### src/rtl/cpu_clock_ctrl.sv
// cpu_clock_ctrl: debounced run/step/halt controller issuing cpu_tick and disp_tick strobes from mclk.
module cpu_clock_ctrl #(
   parameter int CPU_DIV    = 16666666,
   parameter int DISP_DIV   = 263158,
   parameter int DB_CNT     = 500000,
   parameter int STEP_TICKS = 4
) (
   input  logic mclk,
   input  logic clr_n,
   input  logic btn_run,
   input  logic btn_step,
   input  logic halt,
   output logic cpu_tick,
   output logic disp_tick,
   output logic running,
   output logic halted
);
   localparam int PW = CPU_DIV > 1 ? $clog2(CPU_DIV) : 1;
   localparam int DW = DISP_DIV > 1 ? $clog2(DISP_DIV) : 1;
   localparam int BW = DB_CNT > 1 ? $clog2(DB_CNT) : 1;
   localparam int SW = $clog2(2 * STEP_TICKS);
   typedef enum logic [1:0] {STOPPED, RUN, STEP, HALTED} state_t;
   state_t state_q, state_d;
   logic [PW-1:0] presc_q, presc_d;
   logic [SW-1:0] step_q, step_d;
   logic [DW-1:0] disp_q, disp_d;
   logic [1:0] s1_q, s2_q, db_q, db_d, dbp_q;
   logic [BW-1:0] dbc_q [2];
   logic [BW-1:0] dbc_d [2];
   logic tick_q, tick_d, disp_tick_q, running_q, halted_q;
   logic run_press, step_press;
   // bit 0 is the run button, bit 1 the step button
   always_comb begin
      db_d = db_q;
      for (int i = 0; i < 2; i++) begin
         dbc_d[i] = '0;
         if (s2_q[i] != db_q[i]) begin
            if (dbc_q[i] == BW'(DB_CNT - 1)) db_d[i] = s2_q[i];
            else dbc_d[i] = dbc_q[i] + 1'b1;
         end
      end
   end
   assign run_press  = db_q[0] & ~dbp_q[0];
   assign step_press = db_q[1] & ~dbp_q[1];
   always_comb begin
      state_d = state_q;
      case (state_q)
         STOPPED: state_d = halt ? HALTED : run_press ? RUN : step_press ? STEP : STOPPED;
         RUN:     state_d = halt ? HALTED : run_press ? STOPPED : RUN;
         STEP:    state_d = halt ? HALTED : (step_q == SW'(2 * STEP_TICKS - 1)) ? STOPPED : STEP;
         default: state_d = HALTED;
      endcase
      presc_d = (state_q == RUN && state_d == RUN) ?
                (presc_q == PW'(CPU_DIV - 1) ? '0 : presc_q + 1'b1) : '0;
      // step_q counts STEP cycles; even counts are tick cycles, odd are gaps
      step_d = (state_q == STEP && state_d == STEP) ? step_q + 1'b1 : '0;
      tick_d = (state_d == RUN && presc_d == PW'(CPU_DIV - 1)) || (state_d == STEP && !step_d[0]);
      disp_d = (disp_q == DW'(DISP_DIV - 1)) ? '0 : disp_q + 1'b1;
   end
   always_ff @(posedge mclk or negedge clr_n)
      if (!clr_n) begin
         state_q     <= STOPPED;
         presc_q     <= '0;
         step_q      <= '0;
         disp_q      <= '0;
         s1_q        <= '0;
         s2_q        <= '0;
         db_q        <= '0;
         dbp_q       <= '0;
         dbc_q       <= '{default: '0};
         tick_q      <= 1'b0;
         disp_tick_q <= 1'b0;
         running_q   <= 1'b0;
         halted_q    <= 1'b0;
      end else begin
         state_q     <= state_d;
         presc_q     <= presc_d;
         step_q      <= step_d;
         disp_q      <= disp_d;
         s1_q        <= {btn_step, btn_run};
         s2_q        <= s1_q;
         db_q        <= db_d;
         dbp_q       <= db_q;
         dbc_q       <= dbc_d;
         tick_q      <= tick_d;
         disp_tick_q <= (disp_d == DW'(DISP_DIV - 1));
         running_q   <= (state_d == RUN);
         halted_q    <= (state_d == HALTED);
      end
   // a tick landing in the cycle halt rises is dropped
   assign cpu_tick  = tick_q & ~halt;
   assign disp_tick = disp_tick_q;
   assign running   = running_q;
   assign halted    = halted_q;
endmodule

### config.mk
export PLATFORM = sky130hd
export DESIGN_NAME = cpu_clock_ctrl
export DESIGN_NICKNAME = d
export VERILOG_FILES = /design/src/rtl/cpu_clock_ctrl.sv
export SDC_FILE = /design/constraint.sdc
export NUM_CORES = 1
export LEC_CHECK = 0
export ABC_AREA = 1
export CAP_MARGIN = 20
export CORE_ASPECT_RATIO = 0.75
export CORE_MARGIN = 8
export CORE_UTILIZATION = 30
export CTS_BUF_LIST = sky130_fd_sc_hd__clkbuf_8
export DETAILED_ROUTE_END_ITERATION = 10
export PLACE_DENSITY = 0.5
export SETUP_SLACK_MARGIN = 0.05
export SKIP_LAST_GASP = 1
export SYNTH_ARGS = -nofsm -noshare
export SYNTH_HDL_FRONTEND = slang
export SYNTH_SLANG_ARGS = --single-unit
### constraint.sdc
create_clock -name mclk -period 2.95 [get_ports mclk]
set_input_delay 0.4425 -clock mclk [delete_from_list [all_inputs] [get_ports mclk]]
set_output_delay 0.4425 -clock mclk [all_outputs]
set_load 0.02 [all_outputs]
After elaboration in Yosys (flattened, before gate mapping)
Cells that the tools add are included.
Storage, ports and cells
  register bits: 98
  bits of input ports: 5
  output and inout bits: 4
Cells by class
  add/sub/neg operators: 5
  equal/unequal tests: 14
  mux-type cells: 16
  bitwise gates (word level): 6
  reduce and logical (&&, ||, !) cells: 9
Operators with widths (count)
  $mux W19: 5
  $eq A19 B19 Y1 const B: 4
  $add A19 B1 Y19 const B: 3
  $eq A24 B24 Y1 const B: 2
  $mux W24: 2
  $add A24 B1 Y24 const B: 1
  $mux W2: 6
  $eq A2 B2 Y1 const B: 3
  $pmux W2 S3: 1
  $eq A2 B1 Y1 const B: 2
  $logic_and A1 B1 Y1: 4
  $reduce_and A2 Y1: 2
  $add A3 B1 Y3 const B: 1
  $and A1 B1 Y1: 3
  $eq A3 B3 Y1 const B: 1
  $mux W3: 1
  $not A1 Y1: 3
  $logic_not A2 Y1: 1
  $ne A1 B1 Y1: 2
  $logic_not A1 Y1: 1
  $logic_or A1 B1 Y1: 1
  $mux W1: 1

Longest topological paths before layout
  word-level depth: 12
  gate-level depth with buffers: 14

Least setup slack after synthesis
No wires, ideal clock.
  path kind: register -> register
  from: reg disp_q[0]
  to: reg disp_tick_q, in the netlist disp_tick
  data arrival time: 1.616 ns
  slack: 1.263 ns
  stages on the path, launching flop included: 12
  period minus slack after synthesis: 1.687 ns
  cell sequence: dfrtp_1 -> ha_1 -> nand3_1 -> inv_2 -> nand2_1 -> nor2_1 -> or2_2 -> nand2_1 -> nand4_1 -> nor2_1 -> nand3_1 -> nor2_1
On the way
  longest elaborated chain between the ends: 3
RTL lines
  start: declaration: line 26  | logic [DW-1:0] disp_q, disp_d;
  start signal: assignment: line 79  | disp_q <= disp_d;
  $add A19 B1 Y19 / $eq A19 B19 Y1 (equally long branches): line 58  | disp_d = (disp_q == DW'(DISP_DIV - 1)) ? '0 : disp_q + 1'b1;
  $mux W19 (*): line 58
  $eq A19 B19 Y1 (*): line 86  | disp_tick_q <= (disp_d == DW'(DISP_DIV - 1));
  end signal: assignment: line 86
  end: declaration: line 30  | logic tick_q, tick_d, disp_tick_q, running_q, halted_q;
Mark *: on every way between the ends. The rest lies on a longest branch, timed or not.
A chain may end at the register's enable or synchronous reset.

Worst setup path in the final report
  from: reg step_q[0]
  to: reg tick_q
On the way
  longest elaborated chain between the ends: 10
RTL lines
  start: declaration: line 25  | logic [SW-1:0] step_q, step_d;
  start signal: assignment: line 78  | step_q <= step_d;
  $eq A3 B3 Y1: line 50  | STEP: state_d = halt ? HALTED : (step_q == SW'(2 * STEP_TICKS - 1)) ? STOPPED : STEP;
  $mux W2 (2 in series): line 50
  $pmux W2 S3: line 47  | case (state_q)
  $eq A2 B1 Y1 / $eq A2 B2 Y1 (equally long branches): line 53, 57, 56
  $logic_and A1 B1 Y1, on equally long branches: line 53, 56
  $mux W24 / $mux W3 (equally long branches): line 53, 56
  $eq A24 B24 Y1 / $logic_not A1 Y1 (equally long branches): line 57  | tick_d = (state_d == RUN && presc_d == PW'(CPU_DIV - 1)) || (state_d == STEP && !step_d[0]);
  $logic_and A1 B1 Y1: line 57
  $logic_or A1 B1 Y1 (*): line 57
  via tick_d: line 30
  end signal: assignment: line 85  | tick_q <= tick_d;
  end: declaration: line 30
The timed path passes the listed nets; every way through them passes the cells marked *.

==> reports/qor.yml <==
cts_tree: "yes"
max_freq_mhz: 481
totalWireLength_microns: 11000
path_common_cell: "nand2_1"
post-place-ws_ns: 0.663
power_frac_seq_pct: 57.0
final_nets: 725
final_max_slew_viol_count: 0
criticalPathCategory: "flop to flop"
final_area_sq_mm: 0.00596
drt_iter0_drc: 260
detail-route-antenna-nets: 0
rsz0062_at_grt: "false"
synth-seq-area-share_pct: 45.8
cts_hold_buffers: 0
ys_seq_elements: 98
worstPathMaxFanout: 19
start_util_pct: 30.5
die_height_microns: 132
p_comb_share_pct: 2.5
cp_slowest_cell: "dfrtp_1"
cts_buffer_depth: 2
start_kind: "flop"
syn_to_final_growth_pct: 11.4
die_area_sq_mm: 0.0224
n_antenna_cell: 0
grt_first_pass_wirelength_microns: 19800
final.setup.worst_slack_ns: 0.873
stdcell_count: 959
place_congestion: 0.825
clock-sinks: 98
cp_data_arrival_time_ns: 2.39
dp_cells: 943
finalCriticalPeriod_ns: 2.08
relSlewSlack_pct: 66.8
avgSynthCellArea_sq_um: 7.71
p_clk_share_pct: 40.5
finalSetupTns_ns: 0
hp-class: "input port to async pin"
clk_latency_ns: 0.37
cts_buffers: 9
cts_max_level: 3
root_buffer: "clkbuf_8"
grt_pass1_vias: 3912
grt_usage_pct: 10.8
cp.required_ns: 3.26
post_cts_buffers: 0
syn-num-nets: 707
worstReg2RegEnd: "tick_q$_DFF_PN0_"
p_per_area_mw_per_mm2: 399
pin_count: 9
leakage_nw: 2.79
peakVddDrop_mv: 0.187
die_w_microns: 170
vias: 4095
syn_inst: 694
tightest_slew_ns: 0.494
status: "completed"
rows: 42
finalCritPeriodShare_pct: 70.4
fill_cells: 1896
antenna_found_initial: 0
endpoint_kind: "flop"
dpl_cell_area_sq_mm: 0.00575
fin_skew_ns: 0.00875
synthesis.area_sq_mm: 0.00535
cts_resized: 0
clk_pin_slew_ns: 0.10
crit_start: "step_q[0]$_DFF_PN0_"
numPortBuffers: 8
drv_cap: 0
yosys_warnings: 0
swShare_pct: 22.5
finalHoldViolations: 0
grt_remaining_overflow: 0
hpwl_microns: 8280
wire_per_inst_microns: 11.5
critPathMaxStageDelay_ns: 0.37
ys_types: 36
vias_per_cell: 4.27
firstDrtPassIters: 4
drc_errors: 0
grt_max_degree: 69
final_util_pct: 34.0
coreArea_sq_mm: 0.0176
reg2reg_slack_ns: 0.87
setup_viol: 0
crit_chain: "ha_1, ha_1, nand2_1, nand2_1, nand2_1, nor2_2, nand3_2, inv_2, nand3_1, nor2_1, nand2_1, nor2_1, nand2_1, nand2_1"
reg2reg_from: "step_q[0]$_DFF_PN0_"
p_int_mw: 1.85
power_switching_mw: 0.535
drive_above_1_share_pct: 8.09
ff2ff_path_depth: 14
[critical path, delay by kind of cell, from the launching register on]
kind,cells,cell delay (ns)
buffers and inverters,1,0.21
adder cells (fa/ha/maj),2,0.29
flip-flops,1,0.37
AND/OR/NAND/NOR,11,1.13
[placed cells by master, fill, tap and decap left out, drive strengths merged]
cell           instances
mux2                   1
clkinv                 3
nand2                162
nand3                 47
nand4                 14
clkinvlp               1
xnor2                  9
nor2                 155
bufinv                 2
a211oi                 4
a31oi                  2
ha                     8
nand3b                 6
clkdlybuf4s50          7
nor4                   5
o21bai                 3
nor3b                  3
clkbuf                 9
o21ai                  8
dfrtp                 98
inv                  108
nor4b                  1
buf                    2
nor3                  10
xor2                  25
or2                    3
a31o                   1
a21oi                 19
o21a                   1
[how the worst max path moves through the flow]
stage / to / slack [ns] / depth (start not counted)
finish: tick_q$_DFF_PN0_ / 0.87 / 14
global route: disp_tick$_DFF_PN0_ / 0.52 / 11
CTS: tick_q$_DFF_PN0_ / 0.84 / 14
detailed placement: tick_q$_DFF_PN0_ / 0.66 / 12
global placement: tick_q$_DFF_PN0_ / 0.72 / 12
floorplan: disp_tick$_DFF_PN0_ / 1.26 / 11
[power groups by stage]
stage               registers, mW  clock network, mW  logic, mW
floorplan                    1.38                  0     0.0205
global placement             1.38                  0     0.0631
detailed placement           1.38                  0     0.0633
CTS                          1.36               1.01     0.0634
global route                 1.36               1.06     0.0726
finish                       1.36              0.963     0.0596
[cell usage after synthesis]
cell	number	area [sq um]
clkinv_1	1	3.75
inv_1	101	379
nor3b_1	3	22.5
o21ai_1	1	5.00
nor2_2	11	68.8
o21bai_1	3	22.5
or2_0	2	12.5
inv_2	5	18.8
a211oi_1	4	30.0
nand4_1	14	87.6
nor2_1	136	510
a21oi_1	19	95.1
nor4_2	1	12.5
a31oi_1	2	12.5
dfrtp_1	98	2450
xnor2_1	9	78.8
a31o_2	1	8.76
o21a_1	1	7.51
mux2_2	1	11.3
nand2_1	158	593
nor4b_1	1	8.76
clkbuf_1	2	7.51
nor2_4	8	90.1
nor3_1	10	50.1
o21ai_0	7	35.0
nand3_1	40	200
nor4_1	3	18.8
nand3b_1	5	37.5
nand2_2	2	12.5
nand2_4	2	22.5
nor4_4	1	21.3
ha_1	8	100
nand3_2	7	70.1
or2_2	1	6.26
nand3b_4	1	20.0
xor2_1	25	219
[sequential cells by signal (all words and copies together), names as in the netlist]
name	cells
step_q	3
state_q	2
s1_q	2
running	1
disp_q	19
dbp_q	2
s2_q	2
db_q	2
tick_q	1
dbc_q	38
disp_tick	1
halted	1
presc_q	24
[cells by family (layout without fill, tap and decap cells)]
group	count (synthesis)	after routing	synth area share, %
flops	98	98	45.8
simple gates	406	406	34.9
xor+xnor	34	34	5.56
compound gates	38	38	4.04
buf+inv	109	132	7.64
fa+ha+maj	8	8	1.87
mux	1	1	0.210
[cell type report]
type / instances / area, sq um / share of cell area (%)
Timing Repair Buffer: 9 / 97.6 / 1.64
Clock buffer: 9 / 124 / 2.08
Inverter: 107 / 402 / 6.74
Tap cell: 242 / 303 / 5.08
Multi-Input combinational cell: 487 / 2490 / 41.8
Sequential cell: 98 / 2450 / 41.1
Clock inverter: 7 / 93.8 / 1.57
[layer usage]
metal	part of all wire, %	wire, microns	track usage, %	vias up
li1	-	-	-	2209
met1	57	6330	16.7	1836
met2	38	4210	14.3	45
met3	3.6	396	2.93	5
met4	0.79	87	2.33	0
met5	0	0	0	-
[stage by stage]
stage / hold slack [ns] / total power [mW]
3_5_place_dp: 0.340 / 1.45
3_3_place_gp: 0.333 / 1.45
5_1_grt: 0.00804 / 2.49
4_1_cts: 0.00238 / 2.43
2_1_floorplan: 0.147 / 1.40
6_report: 0.00322 / 2.38
Note: power is estimated with default switching activity, not from simulation.
==> variant (config.mk and constraints unchanged) <==
Add an input register stage for `btn_run`, `btn_step` and `halt`, cleared by the reset; this delays them by one clock. Comments in the files are not updated.
--- a/src/rtl/cpu_clock_ctrl.sv
+++ b/src/rtl/cpu_clock_ctrl.sv
@@ -20,6 +20,23 @@
    localparam int BW = DB_CNT > 1 ? $clog2(DB_CNT) : 1;
    localparam int SW = $clog2(2 * STEP_TICKS);
    typedef enum logic [1:0] {STOPPED, RUN, STEP, HALTED} state_t;
+
+   logic btn_run_q;
+   logic btn_step_q;
+   logic halt_q;
+
+   always_ff @(posedge mclk or negedge clr_n) begin
+      if (!clr_n) begin
+         btn_run_q  <= '0;
+         btn_step_q <= '0;
+         halt_q     <= '0;
+      end else begin
+         btn_run_q  <= btn_run;
+         btn_step_q <= btn_step;
+         halt_q     <= halt;
+      end
+   end
+
    state_t state_q, state_d;
    logic [PW-1:0] presc_q, presc_d;
    logic [SW-1:0] step_q, step_d;
@@ -45,9 +62,9 @@
    always_comb begin
       state_d = state_q;
       case (state_q)
-         STOPPED: state_d = halt ? HALTED : run_press ? RUN : step_press ? STEP : STOPPED;
-         RUN:     state_d = halt ? HALTED : run_press ? STOPPED : RUN;
-         STEP:    state_d = halt ? HALTED : (step_q == SW'(2 * STEP_TICKS - 1)) ? STOPPED : STEP;
+         STOPPED: state_d = halt_q ? HALTED : run_press ? RUN : step_press ? STEP : STOPPED;
+         RUN:     state_d = halt_q ? HALTED : run_press ? STOPPED : RUN;
+         STEP:    state_d = halt_q ? HALTED : (step_q == SW'(2 * STEP_TICKS - 1)) ? STOPPED : STEP;
          default: state_d = HALTED;
       endcase
       presc_d = (state_q == RUN && state_d == RUN) ?
@@ -77,7 +94,7 @@
          presc_q     <= presc_d;
          step_q      <= step_d;
          disp_q      <= disp_d;
-         s1_q        <= {btn_step, btn_run};
+         s1_q        <= {btn_step_q, btn_run_q};
          s2_q        <= s1_q;
          db_q        <= db_d;
          dbp_q       <= db_q;
@@ -88,7 +105,7 @@
          halted_q    <= (state_d == HALTED);
       end
    // a tick landing in the cycle halt rises is dropped
-   assign cpu_tick  = tick_q & ~halt;
+   assign cpu_tick  = tick_q & ~halt_q;
    assign disp_tick = disp_tick_q;
    assign running   = running_q;
    assign halted    = halted_q;
Function: changed (a bounded check fails within 4 cycles, from zero or initial values).
==> variant against the unedited design <==
  * Combinational power is essentially flat
  * Power decreased by 0.17%
  * Final area is 1.5% higher
  * Count of clock-buffer cells in the layout rose by 1
  * Sequential cell count increased by 3
  * Global-route usage up 0.071 points
  * Largest power group unchanged
  * Setup slack worse by 0.0089 ns
  * Via count increased by 1.6%
  * Area after synthesis increased by 2.0%
  * Fmax fell by 0.43%
  * Non-clock buffer count grew 1
  * Clock skew increased by 0.0071 ns
  * Routed wire length grew 4.1%
  * Critical path type unchanged
==> variant: results <==
[layout]
fillers = 1943
utilization_pct = 34.1
drive_gt1_share_pct = 7.91
nNetsFinal = 741

[place]
detailedPlace.worstSlack_ns = 0.837
place_hpwl_um = 8490
place_area_sq_um = 5850

[grt]
use_met1_pct = 16.5
use_met3_pct = 2.91
grt_pass1_wl_um = 20000
grt_pass1_vias = 4053
grt_max_degree = 65
grt.met2_usage_pct = 14.5

[sta]
post-route-period-util_pct = 70.7
fin_hold_ws_ns = 0.0227

[detailed_routing]
viasPerCell = 4.27
drt_iter0_drc = 290

[yosys]
ys_seq_area_share_pct = 46.3
ys_top_cells_by_count = nand2_1 (148), nor2_1 (139), inv_1 (113), dfrtp_1 (101), nand3_1 (39)
synth_area_leaders = dfrtp_1 (46%), nand2_1 (10%), nor2_1 (9.6%), inv_1 (7.8%), xor2_1 (4.3%)
yosysUniqueCellTypes = 37

[status]
status = completed

[setup_path]
rr_worst_depth = 15
worst-path-max-fanout = 15

[power]
irDropWorstVdd_mv = 0.176
variant: routing by layer:
| layer | vias up | part of all wire (%) |
|---|---|---|
| met1 | 1863 | 57 |
| met3 | 9 | 3.8 |
| li1 | 2240 | - |
| met4 | 0 | 0.94 |
| met2 | 47 | 39 |
| met5 | - | 0 |
variant: kinds of logic after synthesis:
kind of cell,after synthesis,share of synthesized area [%]
and+or+nand+nor,401,33.4
buffers and inverters,124,8.61
DFF,101,46.3
AOI/OAI and AO/OA,42,4.33
xor gates and xnor gates,33,5.29
adders and majority gates,8,1.83
muxes,1,0.206
variant: layout make-up:
class                           instances  area share [%]
Sequential cell                       101            41.8
Tap cell                              242            5.00
Inverter                              121            7.50
Timing Repair Buffer                   10            1.74
Clock inverter                          6            1.03
Clock buffer                           10            2.27
Multi-Input combinational cell        485            40.7
variant: power by group:
part | switching, W | internal, W
clock | 0.000501 | 0.000414
sequential | 0.00000730 | 0.00139
combinational | 0.0000440 | 0.0000154
total | 0.000552 | 0.00182
